## src/rtl/dense_layer_pmac.sv

```systemverilog
// Fully-connected classifier stage: LANES parallel MACs walk classes in groups, then add biases and stream saturated scores.
// Optional ARGMAX_EN adds a running argmax (pred_class / pred_valid) over the streamed scores.
module dense_layer_pmac #(
  parameter int INPUT_SIZE   = 676,
  parameter int OUTPUT_SIZE  = 10,
  parameter int LANES        = 2,
  parameter int DATA_WIDTH   = 20,
  parameter int WEIGHT_WIDTH = 8,
  parameter int BIAS_WIDTH   = 16,
  parameter int ACC_WIDTH    = 32,
  parameter int OUT_WIDTH    = 24,
  localparam int GROUPS = OUTPUT_SIZE / LANES,
  localparam int WAW    = (INPUT_SIZE * GROUPS > 1) ? $clog2(INPUT_SIZE * GROUPS) : 1,
  localparam int BAW    = (GROUPS > 1) ? $clog2(GROUPS) : 1,
  localparam int IW     = (OUTPUT_SIZE > 1) ? $clog2(OUTPUT_SIZE) : 1
) (
  input  logic                              clk,
  input  logic                              rst,
  input  logic                              start,
  input  logic signed [DATA_WIDTH-1:0]      feature_in,
  input  logic                              feature_valid,
  output logic                              feature_ready,
  output logic                              weight_en,
  output logic [WAW-1:0]                    weight_addr,
  input  logic [LANES*WEIGHT_WIDTH-1:0]     weight_data,
  output logic                              bias_en,
  output logic [BAW-1:0]                    bias_addr,
  input  logic [LANES*BIAS_WIDTH-1:0]       bias_data,
  output logic signed [OUT_WIDTH-1:0]       score_out,
  output logic [IW-1:0]                     score_index,
  output logic                              score_valid,
  input  logic                              score_ready,
  output logic                              score_last,
  output logic                              busy,
  output logic                              done
`ifdef ARGMAX_EN
  ,
  output logic [IW-1:0]                     pred_class,
  output logic                              pred_valid
`endif
);

  if (OUTPUT_SIZE % LANES != 0) begin : g_size_check
    $fatal(1, "dense_layer_pmac: OUTPUT_SIZE must be a multiple of LANES");
  end

  localparam int FW  = (INPUT_SIZE > 1) ? $clog2(INPUT_SIZE) : 1;
  localparam int BCW = $clog2(GROUPS + 1);
  localparam logic signed [ACC_WIDTH-1:0] SAT_MAX =
    {{(ACC_WIDTH-OUT_WIDTH+1){1'b0}}, {(OUT_WIDTH-1){1'b1}}};
  localparam logic signed [ACC_WIDTH-1:0] SAT_MIN =
    {{(ACC_WIDTH-OUT_WIDTH+1){1'b1}}, {(OUT_WIDTH-1){1'b0}}};

  typedef enum logic [2:0] {IDLE, LOAD, MAC, BIAS, OUT} state_t;

  state_t                       state;
  logic [FW-1:0]                f;
  logic [BAW-1:0]               g;
  logic [BCW-1:0]               b;
  logic [IW-1:0]                k;
  logic signed [DATA_WIDTH-1:0] feature;
  logic signed [ACC_WIDTH-1:0]  acc      [OUTPUT_SIZE];
  logic signed [ACC_WIDTH-1:0]  prod     [LANES];
  logic signed [ACC_WIDTH-1:0]  bias_ext [LANES];
  logic signed [ACC_WIDTH-1:0]  acc_sel;

  function automatic logic signed [OUT_WIDTH-1:0] sat(input logic signed [ACC_WIDTH-1:0] a);
    if (a > SAT_MAX)      sat = SAT_MAX[OUT_WIDTH-1:0];
    else if (a < SAT_MIN) sat = SAT_MIN[OUT_WIDTH-1:0];
    else                  sat = a[OUT_WIDTH-1:0];
  endfunction

  // Products wrap in ACC_WIDTH, which equals the full product sign-extended then wrapped.
  always_comb begin
    for (int l = 0; l < LANES; l++) begin
      prod[l]     = ACC_WIDTH'(feature) *
                    ACC_WIDTH'($signed(weight_data[l*WEIGHT_WIDTH +: WEIGHT_WIDTH]));
      bias_ext[l] = ACC_WIDTH'($signed(bias_data[l*BIAS_WIDTH +: BIAS_WIDTH]));
    end
  end

  always_comb begin
    acc_sel = acc[0];
    for (int c = 0; c < OUTPUT_SIZE; c++)
      if (c == int'(k)) acc_sel = acc[c];
  end

  // ROM strobes lead the data by one cycle, so they are issued from the current state.
  always_comb begin
    weight_en   = 1'b0;
    weight_addr = '0;
    bias_en     = 1'b0;
    bias_addr   = '0;
    case (state)
      LOAD: if (feature_valid) begin
        weight_en   = 1'b1;
        weight_addr = WAW'(int'(f) * GROUPS);
      end
      MAC: if (int'(g) < GROUPS - 1) begin
        weight_en   = 1'b1;
        weight_addr = WAW'(int'(f) * GROUPS + int'(g) + 1);
      end
      BIAS: if (int'(b) < GROUPS) begin
        bias_en   = 1'b1;
        bias_addr = BAW'(b);
      end
      default: ;
    endcase
  end

  assign feature_ready = (state == LOAD);
  assign score_valid   = (state == OUT);
  assign score_last    = (state == OUT) && (int'(k) == OUTPUT_SIZE - 1);
  assign score_index   = k;
  assign score_out     = sat(acc_sel);
  assign busy          = (state != IDLE);

`ifdef ARGMAX_EN
  logic signed [OUT_WIDTH-1:0] best;
`endif

  always_ff @(posedge clk or posedge rst) begin
    if (rst) begin
      state   <= IDLE;
      f       <= '0;
      g       <= '0;
      b       <= '0;
      k       <= '0;
      feature <= '0;
      done    <= 1'b0;
      for (int c = 0; c < OUTPUT_SIZE; c++) acc[c] <= '0;
`ifdef ARGMAX_EN
      best       <= '0;
      pred_class <= '0;
      pred_valid <= 1'b0;
`endif
    end else begin
      done <= 1'b0;
`ifdef ARGMAX_EN
      pred_valid <= 1'b0;
`endif
      case (state)
        IDLE: if (start) begin
          for (int c = 0; c < OUTPUT_SIZE; c++) acc[c] <= '0;
          f     <= '0;
          state <= LOAD;
`ifdef ARGMAX_EN
          pred_class <= '0;
`endif
        end
        LOAD: if (feature_valid) begin
          feature <= feature_in;
          g       <= '0;
          state   <= MAC;
        end
        MAC: begin
          for (int c = 0; c < OUTPUT_SIZE; c++)
            if (c / LANES == int'(g)) acc[c] <= acc[c] + prod[c % LANES];
          if (int'(g) == GROUPS - 1) begin
            if (int'(f) == INPUT_SIZE - 1) begin
              b     <= '0;
              state <= BIAS;
            end else begin
              f     <= f + FW'(1);
              state <= LOAD;
            end
          end else begin
            g <= g + BAW'(1);
          end
        end
        BIAS: begin
          // Bias data for address b-1 arrives while address b is being issued.
          for (int c = 0; c < OUTPUT_SIZE; c++)
            if (b != '0 && c / LANES == int'(b) - 1) acc[c] <= acc[c] + bias_ext[c % LANES];
          if (int'(b) == GROUPS) begin
            k     <= '0;
            state <= OUT;
          end else begin
            b <= b + BCW'(1);
          end
        end
        OUT: if (score_ready) begin
`ifdef ARGMAX_EN
          if (k == '0 || score_out > best) begin
            best       <= score_out;
            pred_class <= k;
          end
`endif
          if (int'(k) == OUTPUT_SIZE - 1) begin
            done  <= 1'b1;
            state <= IDLE;
`ifdef ARGMAX_EN
            pred_valid <= 1'b1;
`endif
          end else begin
            k <= k + IW'(1);
          end
        end
        default: state <= IDLE;
      endcase
    end
  end

endmodule
```

## config.mk

```make
export PLATFORM = sky130hd
export DESIGN_NAME = dense_layer_pmac
export DESIGN_NICKNAME = d
export VERILOG_FILES = /design/src/rtl/dense_layer_pmac.sv
export SDC_FILE = /design/constraint.sdc
export NUM_CORES = 2
export LEC_CHECK = 0
export BUFFER_PORTS_ARGS = -buffer_cell sky130_fd_sc_hd__buf_4
export CORE_MARGIN = 1.5
export CORE_UTILIZATION = 55
export CTS_BUF_LIST = sky130_fd_sc_hd__clkbuf_8
export DETAILED_ROUTE_END_ITERATION = 8
export PLACE_DENSITY = 0.83
export SLEW_MARGIN = 20
export SYNTH_ARGS = -nofsm -noshare
export SYNTH_HDL_FRONTEND = slang
export SYNTH_SLANG_ARGS = --single-unit
```

## constraint.sdc

```tcl
create_clock -name clk -period 15.85 [get_ports clk]
set_input_delay 3.17 -clock clk [delete_from_list [all_inputs] [get_ports clk]]
set_output_delay 3.17 -clock clk [all_outputs]
set_load 0.01 [all_outputs]
```

# Word-level counts from Yosys, hierarchy flattened
# Index checks and enable logic that the tools add are counted.
[totals]
reg_bits = 364
inputBits = 73
output_inout_bits = 50
elab_cells = 193
[op_classes]
eq_ne = 46
muxes = 69
multipliers = 3
add_sub_neg = 27
magnitude_cmp = 4
n_reduce_logical = 27
[ops]
columns = ["op", "count"]
rows = [
  ["$pmux 320 s3", 1],
  ["$mux 32", 29],
  ["$add 32x16->32", 10],
  ["$add 32x28->32", 10],
  ["$mux 320", 1],
  ["$mul 20x8->28", 2],
  ["$mux 24", 2],
  ["$mux 3", 13],
  ["$ne 2x2->1 const B", 19],
  ["$gt 32x24->1 const B", 1],
  ["$logic_not 32->1", 1],
  ["$lt 32x24->1 const B", 1],
  ["$reduce_and 4->1", 8],
  ["$mux 10", 3],
  ["$eq 4x4->1 const A", 7],
  ["$mux 12", 2],
  ["$pmux 12 s2", 1],
  ["$pmux 10 s2", 1],
  ["$eq 3x4->1 const A", 4],
  ["$pmux 3 s5", 1],
  ["$add 12x1->12 const B", 1],
  ["$add 12x3->12", 1],
  ["$mul 10x3->12 const B", 1],
  ["$mux 4", 3],
  ["other kinds (26)", 53],
]

# Longest topological paths before layout
[depth]
depth_word = 13
depth_mapped = 34
ltp_nobuf = 33

# Worst setup path before layout
# OpenSTA, ideal clock, no wires.
[synth_path]
path_kind = "in2reg"
startpoint = "in weight_data[7]"
endpoint = "reg acc[127] (netlist name)"
path_buffers = 1
arrival_ps = 10351
stages = 31
required_ps = 15781
setup_time_ps = 69
path_slack_ps = 5430
cell_sequence = "clkinv_1 -> buf_1 -> fa_1 -> fa_1 -> inv_1 -> fa_1 -> inv_1 -> fa_1 -> inv_1 -> ha_1 -> o21ai_0 -> a21boi_0 -> o221ai_1 -> nand3_1 -> a21o_1 -> a21o_1 -> a21o_1 -> a211oi_1 -> o21ai_0 -> ha_1 -> a21oi_1 -> o21ai_0 -> a21oi_1 -> o211ai_1 -> or3b_2 -> a41oi_1 -> o21ai_0 -> a311oi_1 -> xnor2_1 -> or4_1 -> nand3_1"
[synth_via]
elab_chain_len = 4
[synth_lines]
columns = ["item", "line_no", "text"]
rows = [
  ["start: declaration", "25", "input logic [LANES*WEIGHT_WIDTH-1:0] weight_data,"],
  ["$mul 20x8->28", "76", "prod[l] = ACC_WIDTH'(feature) *"],
  ["$add 32x28->32", "158", "if (c / LANES == int'(g)) acc[c] <= acc[c] + prod[c % LANES];"],
  ["$mux 32", "158", ""],
  ["$pmux 320 s3", "142", "case (state)"],
  ["end: declaration", "62", "logic signed [ACC_WIDTH-1:0] acc [OUTPUT_SIZE];"],
]
# Every way passes these cells. The select of a mux whose other input is x is not followed.
# A chain may end at the register's enable or synchronous reset.

# Worst setup path in the final report
[layout_path]
startpoint = "in weight_data[15]"
endpoint = "reg acc[156] (netlist name)"
# Same word-level chain as after synthesis.

==> impl_metrics.toml <==
[yosys]
synth.avg_cell_area_um2 = 8.45
synth_top_area_share_pct = 20.9
syn_area_um2 = 43600
yosysSeqAreaShare_pct = 20.9
synthCells = 5160
synth.cells.most_frequent = "nand2_1 (491), ha_1 (478), inv_1 (466)"
synth-main-ff-cell = "dfrtp_1"
synthesis.nets = 5977
async_flop_share_pct = 100
ys_top_cells_by_area = "dfrtp_1 (21%), ha_1 (14%), fa_1 (12%), nand2_1 (4.2%), inv_1 (4.0%)"
yosysUniqueCellTypes = 74
ys_warn_count = 0
yosysMostFrequentCell = "nand2_1"
ys_ff_latch = 364
synth_top_area_cell = "dfrtp_1"
synth-edff-count = 0

[cts]
h-tree-depth = 3
cts_buffer_depth = 3
cts_setup_buffers = 0
clock-sinks = 364
cts_buffers = 73
cts_resized = 0
clk_pin_slew_worst_paths_ps = 60
cts_root_buffer = "clkbuf_8"
clock_latency_ps = 710
tritoncts = "done"
postCtsHoldBufs = 0

[flow_run]
cap_violations = 0

[floorplanning]
die_h_um = 285
die_x_um = 285
initial_core_util_pct = 55.4
pin_count = 123
num_rows = 103
dieArea_um2 = 81000
coreArea_um2 = 78700

[hold_path]
holdCritStartpoint = "acc[319]$_DFFE_PP0P_"
hold_path.class = "register to register"
worstHoldPathCells = 1

[placement]
place_area_um2 = 45700
dp_hpwl_mm = 96.5
gp_congestion = 0.973
dpl.cell_count = 6191
io_buffers = 122

[finish]
syn2layout_area_growth_pct = 8.24
drive_above_1_share_pct = 7.36
fin_util_pct = 60.0
stdcell_area_um2 = 47200
fin_cells = 6326
fillers = 6602
fin_nets = 6033

[sta]
finalSetupViolCount = 0
period_minus_slack_ps = 10890
worst_pin_slew_ps = 1110
rsz0062_at_grt = "no"
fin_setup_tns_ps = 0
final_hold_viol_count = 0
max_freq_ghz = 0.0918
min_period_over_period_pct = 68.7
report.final.slew_viol_count = 0
finClkSkew_ps = 48.2
slew_headroom_pct = 26.1

[critical_path]
slowest_delay_ps = 530
crit_fanout = 18
crit_path_frequent_cell = "fa_1"
crit_path_start = "weight_data[15]"
endpoint_kind = "register"
r2r-start = "feature[5]$_DFFE_PP0P_"
worst_path_max_delay_cell = "a2111oi_0"
worstPathRequired_ps = 16410
r2r_cells = 31
cp_data_arrival_time_ps = 11440
path_class = "input port to register"
startpoint_type = "input port"

[drt]
drt-total-wl_mm = 129
wl_per_cell_um = 20.4
postRouteAntennaNets = 0
first_pass_iters = 7
vias = 39800
drc_errors = 0
via_per_inst = 6.29
drt_iter0_markers = 3976

[global_routing]
grt_antenna_before_repair = 2
grt-ovfl-total = 0
grt.total_usage_pct = 31.4
first_global_vias = 38500
grt_pass1_wl_mm = 205
grt_max_degree = 107

[outcome]
run_status = "finished, final reports clean"
kinds of logic after synthesis:
kind of cell    share of synthesized area (%)
compound gates                           24.1
xor+xnor                                 6.10
fa+ha+maj                                25.9
buf+inv                                  5.86
flops                                    20.9
mux                                     0.947
simple gates                             16.2
cell usage in the layout, fill, tap and decap left out, types with 22 or more instances in the layout:
cell type,n
a211oi_1,102
a21o_1,164
a21oi_1,347
a22o_1,178
a31o_2,30
a31oi_1,30
and2_1,266
and3_1,36
buf_4,193
clkbuf_8,97
dfrtp_1,364
fa_1,266
ha_1,478
inv_1,479
mux2i_1,39
nand2_1,489
nand2b_1,51
nand3_1,84
nand4_1,29
nor2_1,305
nor2b_1,54
nor3_1,46
o211ai_1,22
o21a_1,42
o21ai_0,294
o21bai_1,51
o22ai_1,68
o31ai_1,58
o41ai_1,25
or3_1,37
xnor2_1,186
xor2_1,118
registers in the layout, indices dropped and copies added (netlist names):
name / count
acc: 320
b: 3
done: 1
f: 10
feature: 20
g: 3
score_index: 4
state: 3
layer usage:
layer	track usage, %	part of all wire, %	vias up
met5	0	0.010	-
met4	17.0	5.7	2
met3	5.63	9.2	456
met2	48.9	44	1871
met1	41.6	41	19200
li1	-	-	18300
metrics by stage:
stage | setup WS, ps | hold WS, ps
after floorplan | 2580 | 470
after global placement | 4480 | 489
after detailed placement | 4480 | 492
after CTS | 5160 | 505
after global routing | 4470 | 531
final | 4960 | 506
worst paths after layout:
check                                             to  slack, ps
worst max-delay path            acc[156]$_DFFE_PP0P_       4960
worst min-delay path            acc[319]$_DFFE_PP0P_        510
worst max register to register  acc[127]$_DFFE_PP0P_       7260
worst min register to register  acc[319]$_DFFE_PP0P_        510
max in group asynchronous       acc[181]$_DFFE_PP0P_      10800
min in group asynchronous        acc[39]$_DFFE_PP0P_       2630
final cells by class:
cell class                      instances  area (um2)  share of cell area [%]
Tap cell                             1050        1310                    2.78
Inverter                              468        1760                    3.74
Multi-Input combinational cell       4116       32000                    67.9
Timing Repair Buffer                  193        1450                    3.07
Sequential cell                       364        9110                    19.3
Clock inverter                         34         191                   0.405
Clock buffer                           97        1340                    2.83
Antenna cell                            4        10.0                  0.0212
critical path: cells and delay by family:
family,cells,cell delay (ps)
buffers and inverters,5,940
AND/OR/NAND/NOR,10,1650
XOR/XNOR,1,170
adder cells (fa/ha/maj),6,2610
multiplexers,1,140
AO/OA/AOI/OAI,11,2730
Power is left out: the tool's default activity adds up to more than one toggle a clock period on the data nets, which glitch-free logic cannot reach.
